--- src/rtl/rx_buffer_ctrl_pkg.sv ---
// Shared types and constants for the UART receive buffer: occupancy states,
// entry field layout and character-size codes.
package rx_buffer_ctrl_pkg;

  localparam int unsigned DATA_W   = 9;
  localparam int unsigned ENTRY_W  = 12;
  localparam int unsigned DOR_BIT  = 11;
  localparam int unsigned FE_BIT   = 10;
  localparam int unsigned PE_BIT   = 9;
  localparam int unsigned DATA_MSB = 8;
  localparam int unsigned DATA_LSB = 0;

  localparam logic [2:0] UCSZ_5 = 3'b000;
  localparam logic [2:0] UCSZ_6 = 3'b001;
  localparam logic [2:0] UCSZ_7 = 3'b010;
  localparam logic [2:0] UCSZ_8 = 3'b011;
  localparam logic [2:0] UCSZ_9 = 3'b111;

  typedef enum logic [1:0] {
    ST_EMPTY   = 2'd0,
    ST_PARTIAL = 2'd1,
    ST_FULL    = 2'd2
  } occ_state_e;

  typedef struct packed {
    logic              dor;
    logic              fe;
    logic              pe;
    logic [DATA_W-1:0] data;
  } rx_entry_t;

  // Data mask for a character-size code; reserved codes mask everything off.
  function automatic logic [DATA_W-1:0] ucsz_mask(input logic [2:0] ucsz);
    logic [DATA_W-1:0] m;
    case (ucsz)
      UCSZ_5:  m = 9'h01F;
      UCSZ_6:  m = 9'h03F;
      UCSZ_7:  m = 9'h07F;
      UCSZ_8:  m = 9'h0FF;
      UCSZ_9:  m = 9'h1FF;
      default: m = 9'h000;
    endcase
    return m;
  endfunction

endpackage

--- src/rtl/rx_fifo_mem.sv ---
// Receive FIFO storage with wrapping read/write pointers and in-place
// overrun marking of the newest entry.
module rx_fifo_mem
  import rx_buffer_ctrl_pkg::*;
#(
  parameter int unsigned DEPTH = 2
) (
  input  logic               i_clk,
  input  logic               i_rst,
  input  logic               i_clr,
  input  logic               i_wr_en,
  input  logic [ENTRY_W-1:0] i_wr_entry,
  input  logic               i_rd_en,
  input  logic               i_set_dor,
  output logic [ENTRY_W-1:0] o_head
);

  localparam int unsigned PTR_W = $clog2(DEPTH);

  logic [ENTRY_W-1:0] mem_q [DEPTH];
  logic [PTR_W-1:0]   wr_ptr_q, wr_ptr_d;
  logic [PTR_W-1:0]   rd_ptr_q, rd_ptr_d;
  logic [PTR_W-1:0]   tail_ptr;

  // DEPTH is a power of two, so natural pointer overflow is the wrap.
  always_comb begin
    wr_ptr_d = wr_ptr_q;
    rd_ptr_d = rd_ptr_q;
    if (i_clr) begin
      wr_ptr_d = '0;
      rd_ptr_d = '0;
    end else begin
      if (i_wr_en) wr_ptr_d = wr_ptr_q + PTR_W'(1);
      if (i_rd_en) rd_ptr_d = rd_ptr_q + PTR_W'(1);
    end
  end

  assign tail_ptr = wr_ptr_q - PTR_W'(1);

  always_ff @(posedge i_clk or posedge i_rst) begin
    if (i_rst) begin
      wr_ptr_q <= '0;
      rd_ptr_q <= '0;
    end else begin
      wr_ptr_q <= wr_ptr_d;
      rd_ptr_q <= rd_ptr_d;
    end
  end

  // Write and overrun marking never coincide: marking only happens when full with no read.
  always_ff @(posedge i_clk or posedge i_rst) begin
    if (i_rst) begin
      for (int i = 0; i < int'(DEPTH); i++) mem_q[i] <= '0;
    end else begin
      if (i_wr_en)   mem_q[wr_ptr_q]          <= i_wr_entry;
      if (i_set_dor) mem_q[tail_ptr][DOR_BIT] <= 1'b1;
    end
  end

  assign o_head = mem_q[rd_ptr_q];

endmodule

--- src/rtl/rx_buffer_ctrl.sv ---
// UART receive buffer controller: occupancy FSM, overrun handling and
// character-size masking in front of a small receive FIFO.
module rx_buffer_ctrl
  import rx_buffer_ctrl_pkg::*;
#(
  parameter int unsigned DEPTH = 2
) (
  input  logic              i_clk,
  input  logic              i_rst,
  input  logic              i_rxen,
  input  logic [2:0]        i_ucsz,
  input  logic              i_rxcie,
  input  logic [DATA_W-1:0] i_shift_register,
  input  logic              i_shift_register_valid,
  input  logic              i_frame_error,
  input  logic              i_parity_error,
  input  logic              i_udr_rd,
  output logic [DATA_W-1:0] o_udr,
  output logic              o_fe,
  output logic              o_pe,
  output logic              o_dor,
  output logic              o_rxc,
  output logic              o_rx_irq,
  output logic              o_udr_valid,
  output logic              o_receive_buffer_valid
);

  localparam int unsigned CNT_W = $clog2(DEPTH) + 1;

  occ_state_e         state_q, state_d;
  logic [CNT_W-1:0]   count_q, count_d;
  logic               rd_acc, wr_acc, set_dor;
  rx_entry_t          wr_entry;
  logic [ENTRY_W-1:0] head_raw;
  logic               head_vld;

  // A read in FULL frees the slot first, so a same-cycle write is accepted.
  always_comb begin
    rd_acc  = 1'b0;
    wr_acc  = 1'b0;
    set_dor = 1'b0;
    count_d = count_q;
    state_d = state_q;
    if (!i_rxen) begin
      count_d = '0;
    end else begin
      rd_acc = i_udr_rd && (state_q != ST_EMPTY);
      if (i_shift_register_valid) begin
        if ((state_q != ST_FULL) || rd_acc) wr_acc  = 1'b1;
        else                                set_dor = 1'b1;
      end
      count_d = count_q + CNT_W'(wr_acc) - CNT_W'(rd_acc);
    end
    if (count_d == '0)                 state_d = ST_EMPTY;
    else if (count_d == CNT_W'(DEPTH)) state_d = ST_FULL;
    else                               state_d = ST_PARTIAL;
  end

  always_ff @(posedge i_clk or posedge i_rst) begin
    if (i_rst) begin
      state_q <= ST_EMPTY;
      count_q <= '0;
    end else begin
      state_q <= state_d;
      count_q <= count_d;
    end
  end

  always_comb begin
    wr_entry      = '0;
    wr_entry.dor  = 1'b0;
    wr_entry.fe   = i_frame_error;
    wr_entry.pe   = i_parity_error;
    wr_entry.data = i_shift_register;
  end

  rx_fifo_mem #(
    .DEPTH (DEPTH)
  ) u_mem (
    .i_clk      (i_clk),
    .i_rst      (i_rst),
    .i_clr      (!i_rxen),
    .i_wr_en    (wr_acc),
    .i_wr_entry (wr_entry),
    .i_rd_en    (rd_acc),
    .i_set_dor  (set_dor),
    .o_head     (head_raw)
  );

  // Head view is gated by occupancy so a stale entry never leaks out when empty.
  assign head_vld               = (state_q != ST_EMPTY);
  assign o_udr                  = head_vld ? (head_raw[DATA_MSB:DATA_LSB] & ucsz_mask(i_ucsz)) : '0;
  assign o_fe                   = head_vld & head_raw[FE_BIT];
  assign o_pe                   = head_vld & head_raw[PE_BIT];
  assign o_dor                  = head_vld & head_raw[DOR_BIT];
  assign o_rxc                  = head_vld;
  assign o_rx_irq               = head_vld & i_rxcie;
  assign o_udr_valid            = head_vld;
  assign o_receive_buffer_valid = (state_q == ST_FULL);

endmodule

--- config.mk ---
export PLATFORM = sky130hd
export DESIGN_NAME = rx_buffer_ctrl
export DESIGN_NICKNAME = d
export VERILOG_FILES = /design/src/rtl/rx_buffer_ctrl_pkg.sv /design/src/rtl/rx_fifo_mem.sv /design/src/rtl/rx_buffer_ctrl.sv
export SDC_FILE = /design/constraint.sdc
export NUM_CORES = 1
export LEC_CHECK = 0
export ABC_AREA = 1
export BUFFER_PORTS_ARGS = -buffer_cell sky130_fd_sc_hd__buf_2
export CORE_AREA = 2 2 70 72
export CTS_CLUSTER_DIAMETER = 30
export DETAILED_ROUTE_END_ITERATION = 16
export DIE_AREA = 0 0 72 74
export GPL_TIMING_DRIVEN = 1
export SYNTH_ARGS = -nofsm -noshare
export SYNTH_HDL_FRONTEND = slang
export SYNTH_HIERARCHICAL = 1
export SYNTH_SLANG_ARGS = --single-unit
--- constraint.sdc ---
create_clock -name i_clk -period 2.2 [get_ports i_clk]
set_input_delay 0.44 -clock i_clk [delete_from_list [all_inputs] [get_ports i_clk]]
set_output_delay 0.44 -clock i_clk [all_outputs]
set_load 0.005 [all_outputs]
==> Flow_metrics.wiki, run 1 <==
{| class="wikitable"
! Metric !! Value
|-
| Outcome || finished clean
|-
| Unrepaired setup endpoints after global routing || no
|-
| Total global routing track utilization || 14.0%
|-
| Number of standard cells in the layout, taps in and fillers out || 309
|-
| Max H-tree Level || 2
|-
| Sequential cell area fraction in the yosys report || 46.7%
|-
| # resized after CTS || 0
|-
| Die Span X || 72 microns
|-
| Layout net count || 276
|-
| Post-placement cell area || 1770 sq um
|-
| Post-synthesis instance area || 1550 sq um
|-
| Vias in the first global route || 1301
|-
| Pin count of the biggest net entering global routing || 27
|-
| Highest achievable clock rate || 513 MHz
|-
| Clock transition at the registers of the reported paths || 60 ps
|-
| Number of pins exceeding their max-slew limit in the final report || 0
|-
| Worst hold path class || input port to async pin
|-
| DRC violations left || 0
|-
| Endpoint arrival time on the critical path || 1510 ps
|-
| PD cells || 896 nW/um^2
|-
| Post-route antenna net violation count || 0
|-
| Number of buffers inserted to repair setup after CTS || 0
|-
| Number of unique standard cell types used by synthesis || 20
|-
| Average size of a mapped cell || 7.19 sq um
|-
| Count of mapped cells out of synthesis || 216
|-
| Final period utilization || 88.5%
|-
| Number of buffers inserted by port buffering || 35
|-
| Placeable core region || 4600 sq um
|-
| Rows || 25
|-
| Number of setup violations in the final report || 0
|-
| Top-area cell type share of the netlist area || 46.7%
|-
| Post-route clock skew || 3.53 ps
|-
| Critical path type || register to primary output
|-
| Post-layout min period || 1950 ps
|-
| Max Cap Viol || 0
|-
| HPWL after detailed placement || 2470 microns
|-
| Height of the die || 74 microns
|-
| Yosys warnings || 6
|-
| Nature of the critical path startpoint || register
|-
| Hold buffers post-CTS || 0
|-
| Most frequent standard cell in the layout excluding fill and tap cells || nand2_1
|-
| Iteration-0 DRC count of the detailed router || 40
|-
| Max VDD drop || 0.387 mV
|-
| Number of antenna violations at the first check in global routing || 0
|-
| Most frequent cells in the layout || 87 x nand2_1, 35 x buf_2, 30 x inv_1
|-
| Initial core utilization || 33.8%
|-
| Total Routed Length || 3390 microns
|-
| First-pass DRT Iterations || 4
|-
| Summed area of non-filler cells in the final layout || 1860 sq um
|-
| Number of buffers on the longest clock path || 2
|-
| Critical path data required time || 1760 ps
|-
| Post-synthesis cell type with the largest combined area || dfrtp_1
|-
| Top area cells in the synthesized netlist || dfrtp_1 47%, nand2_1 21%, inv_1 7.2%, o21ai_1 6.1%, nor2_1 4.1%
|-
| Wire length of the first global-routing pass || 5780 microns
|-
| Vias after detailed routing || 1372
|-
| Diodes inserted || 0
|-
| Placed Cells incl. Taps || 302
|-
| Max FO, Critical Path || 12
|-
| Overall overflow remaining after global route || 0
|-
| TritonCTS clock tree || built
|-
| I/O Pins || 36
|-
| Final Hold Violating Endpoints || 0
|-
| Number of sinks on the clock net || 29
|-
| Number of synthesized register bits || 29
|-
| Layout cells sized above 1 || 23.5%
|-
| Clock insertion delay at the later pin of the skew report || 270 ps
|-
| Avg WL per Cell || 11.0 microns
|-
| Overall Power || 1.67 mW
|-
| Area grow syn2layout || 19.6%
|-
| CP Capture Type || primary output
|-
| TritonCTS buffer count || 5
|-
| Final Wtd Congestion || 0.707
|-
| Leakage dissipation || 1.08 nW
|-
| Die Area || 5330 sq um
|-
| Final total negative setup slack || 0 ps
|-
| Ratio of routed vias to standard cells || 4.44
|-
| Root cell of the clock tree || clkbuf_8
|}
[through the flow]
stage / setup WS, ps / hold slack, ps / utilization, %
floorplan: 746 / 194 / -
global placement: 480 / 328 / 38.6
detailed placement: 501 / 325 / 38.6
CTS: 233 / 28.6 / 40.4
global route: 93.0 / 49.2 / 40.4
finish: 252 / 37.2 / 40.4
[worst paths after layout]
path / from / endpoint / slack [ps] / cells after the start
setup / recovery: u_mem/rd_ptr_q / o_udr[8] / 250 / 6
hold / removal: i_rst / count_q[0] / 40 / 2
setup reg to reg: count_q[0] / count_q[1] / 590 / 13
hold reg to reg: register / register / 480 / 2
max in group asynchronous: i_rst / u_mem/rd_ptr_q / 1720 / 3
min in group i_clk: i_shift_register[7] / register / 420 / 3
[layout make-up]
class	count	area [sq um]
well taps	54	67.6
multi-input cells	148	658
repair buffers	38	198
inverters	33	124
fillers	522	2740
clock buffers	7	86.3
flip-flops and latches	29	726
[logic make-up after synthesis]
group / share of synthesized area, %
adders and majority gates: 0.805
buffers and inverters: 11.2
and+or+nand+nor: 32.4
other: 0.241
DFF: 46.7
AOI/OAI and AO/OA: 8.62
[synth_stat cells]
cell type,count
o21ai_2,3
o21ai_1,19
nand2_2,2
nand3_2,3
nor3_1,3
buf_2,4
inv_2,3
nand2_4,1
nand2_1,87
nor2_2,4
nor2_1,17
inv_1,30
conb_1,1
nand3_1,4
buf_4,1
dfrtp_1,29
a21oi_1,1
buf_6,2
ha_1,1
o211ai_1,1
[critical path: stages (launching register included)]
cell	delay, ps
dfrtp_1	370
inv_1	330
nand2_1	90
nand2_1	90
nand2_1	50
nor3_1	160
buf_2	140
[metal layers]
layer  up-vias  GRT usage, %  share of wire (%)
met5         -             0                  0
met4         0          5.66                1.5
met3         5          3.25                3.3
met2        20          25.0                 52
met1       623          16.3                 44
li1        724             -                  -
[where the power goes]
| part | leakage (nW) | switching (mW) | internal [mW] | total, mW |
|---|---|---|---|---|
| Combinational | 0.666 | 0.301 | 0.199 | 0.500 |
| Clock | 0.0443 | 0.180 | 0.247 | 0.427 |
| Sequential | 0.367 | 0.0762 | 0.663 | 0.739 |
Power figures use the tool's default switching activity.
==> run 2: changes to the inputs <==
--- a/config.mk
+++ b/config.mk
@@ -12,7 +12,9 @@
 export DETAILED_ROUTE_END_ITERATION = 16
 export DIE_AREA = 0 0 72 74
 export GPL_TIMING_DRIVEN = 1
+export RECOVER_POWER = 25
 export SYNTH_ARGS = -nofsm -noshare
 export SYNTH_HDL_FRONTEND = slang
 export SYNTH_HIERARCHICAL = 1
 export SYNTH_SLANG_ARGS = --single-unit
+export TNS_END_PERCENT = 30
==> run 2 against run 1 <==
  * Sequential share of layout area rose by 0.11 points
  * Hold slack got worse by 15 ps
  * Maximum frequency up 0.13%
  * Sequential power barely moved
  * Critical path type unchanged
  * Combinational power is essentially flat
  * Cell count is the same
  * Die area did not move
  * Utilization is 0.11 points lower
  * Via count fell by 0.15%
  * First-iteration DRC count unchanged
==> Flow_metrics.wiki, run 2 (synthesis results as in run 1) <==
{| class="wikitable"
! Metric !! Value
|-
| Final period utilization || 88.4%
|-
| Rows || 25
|-
| Number of buffers inserted to repair setup after CTS || 0
|-
| Unrepaired setup endpoints after global routing || no
|-
| Proportion of power drawn by flip-flops and latches || 44.4%
|-
| Total Routed Length || 3380 microns
|-
| Overall overflow remaining after global route || 0
|-
| Wire length of the first global-routing pass || 5780 microns
|-
| Max Cap Viol || 0
|-
| Overall Power || 1.66 mW
|-
| Internal portion of total power || 1.11 mW
|-
| Switching share of total power || 33.4%
|-
| Layout cells sized above 1 || 22.7%
|-
| Vias after detailed routing || 1370
|-
| TritonCTS buffer count || 5
|-
| Leakage dissipation || 1.07 nW
|-
| Critical path data required time || 1760 ps
|-
| Outcome || finished clean
|-
| Placed Cells incl. Taps || 302
|-
| Number of setup violations in the final report || 0
|-
| HPWL after detailed placement || 2470 microns
|-
| Die Span X || 72 microns
|-
| CP Capture Type || primary output
|-
| Number of buffers inserted by port buffering || 35
|-
| Vias in the first global route || 1301
|-
| Highest achievable clock rate || 514 MHz
|-
| I/O Pins || 36
|-
| Number of buffers on the longest clock path || 2
|-
| Number of antenna violations at the first check in global routing || 0
|-
| Part of the total power dissipated in combinational logic || 29.9%
|-
| Diodes inserted || 0
|-
| Post-route antenna net violation count || 0
|-
| # resized after CTS || 0
|-
| Avg WL per Cell || 10.9 microns
|-
| Clock transition at the registers of the reported paths || 50 ps
|-
| Final total negative setup slack || 0 ps
|-
| Sw Pwr || 555 uW
|-
| DRC violations left || 0
|-
| Area grow syn2layout || 19.3%
|-
| Final worst-path setup slack || 255 ps
|-
| PD cells || 897 nW/um^2
|-
| Ratio of routed vias to standard cells || 4.43
|-
| Proportion of power drawn by the clock network || 25.7%
|-
| Iteration-0 DRC count of the detailed router || 40
|-
| Worst hold path class || input port to async pin
|-
| Post-route clock skew || 3.53 ps
|-
| Max FO, Critical Path || 12
|-
| First-pass DRT Iterations || 4
|-
| Number of sinks on the clock net || 29
|-
| Critical path type || register to primary output
|-
| Root cell of the clock tree || clkbuf_8
|-
| Worst rel slew slack || 7.59%
|-
| Initial core utilization || 33.8%
|-
| Hold buffers post-CTS || 0
|-
| Pre-CTS setup slack || 501 ps
|-
| Endpoint arrival time on the critical path || 1510 ps
|-
| Most frequent standard cell in the layout excluding fill and tap cells || nand2_1
|-
| Height of the die || 74 microns
|-
| Max VDD drop || 0.386 mV
|-
| Post-layout min period || 1950 ps
|-
| Most frequent cells in the layout || 87 x nand2_1, 34 x buf_2, 30 x inv_1
|-
| Placeable core region || 4600 sq um
|-
| Tightest Pin Transition || 1390 ps
|-
| Pin count of the biggest net entering global routing || 27
|-
| Post-placement cell area || 1770 sq um
|-
| Final Wtd Congestion || 0.707
|-
| Summed area of non-filler cells in the final layout || 1850 sq um
|-
| Final Hold Violating Endpoints || 0
|-
| Nature of the critical path startpoint || register
|-
| Number of pins exceeding their max-slew limit in the final report || 0
|-
| Die Area || 5330 sq um
|-
| Total global routing track utilization || 14.0%
|-
| Number of standard cells in the layout, taps in and fillers out || 309
|-
| Clock insertion delay at the later pin of the skew report || 270 ps
|-
| TritonCTS clock tree || built
|-
| Layout net count || 276
|-
| Max H-tree Level || 2
|}
==> run 2: power by group through the flow <==
stage / Clock, mW / Combinational (mW) / Sequential [mW]
finish: 0.427 / 0.498 / 0.739
global route: 0.466 / 0.584 / 0.756
CTS: 0.451 / 0.513 / 0.740
detailed placement: 0 / 0.511 / 0.749
global placement: 0 / 0.504 / 0.742
floorplan: 0 / 0.360 / 0.731
==> run 2: path summary, 6_finish.rpt <==
kind	from	to	slack [ps]	cells past startpoint
min reg2reg	register	register	480	2
min in group i_clk	i_shift_register[7]	register	420	3
max in group asynchronous	i_rst	u_mem/rd_ptr_q	760	3
max reg2reg	count_q[0]	count_q[1]	580	13
max	u_mem/rd_ptr_q	o_udr[8]	250	6
min	i_rst	count_q[0]	20	2
==> run 2: final cells by class <==
class / instances / area, sq um
clock buffer: 7 / 86.3
sequential: 29 / 726
multi-input combinational: 148 / 658
tap: 54 / 67.6
inverter: 33 / 124
timing repair buffer: 38 / 193
fill: 522 / 2740
==> run 2: critical path, stage by stage, from the launching register on <==
cell,delay (ps)
dfrtp_1,370
inv_1,330
nand2_1,90
nand2_1,90
nand2_1,50
nor3_1,160
buf_2,140
==> run 2: metrics by stage <==
step,hold WS [ps],utilization (%)
after floorplan,194,-
after global placement,328,38.6
after detailed placement,325,38.6
after CTS,28.6,40.4
after global routing,42.2,40.3
final,22.2,40.3
==> run 2: metal layers <==
| metal | GRT usage, % | vias to the layer above | wire length [microns] |
|---|---|---|---|
| li1 | - | 724 | - |
| met1 | 16.3 | 623 | 1470 |
| met2 | 25.0 | 18 | 1750 |
| met3 | 3.25 | 5 | 106 |
| met4 | 5.66 | 0 | 52 |
| met5 | 0 | - | 0 |
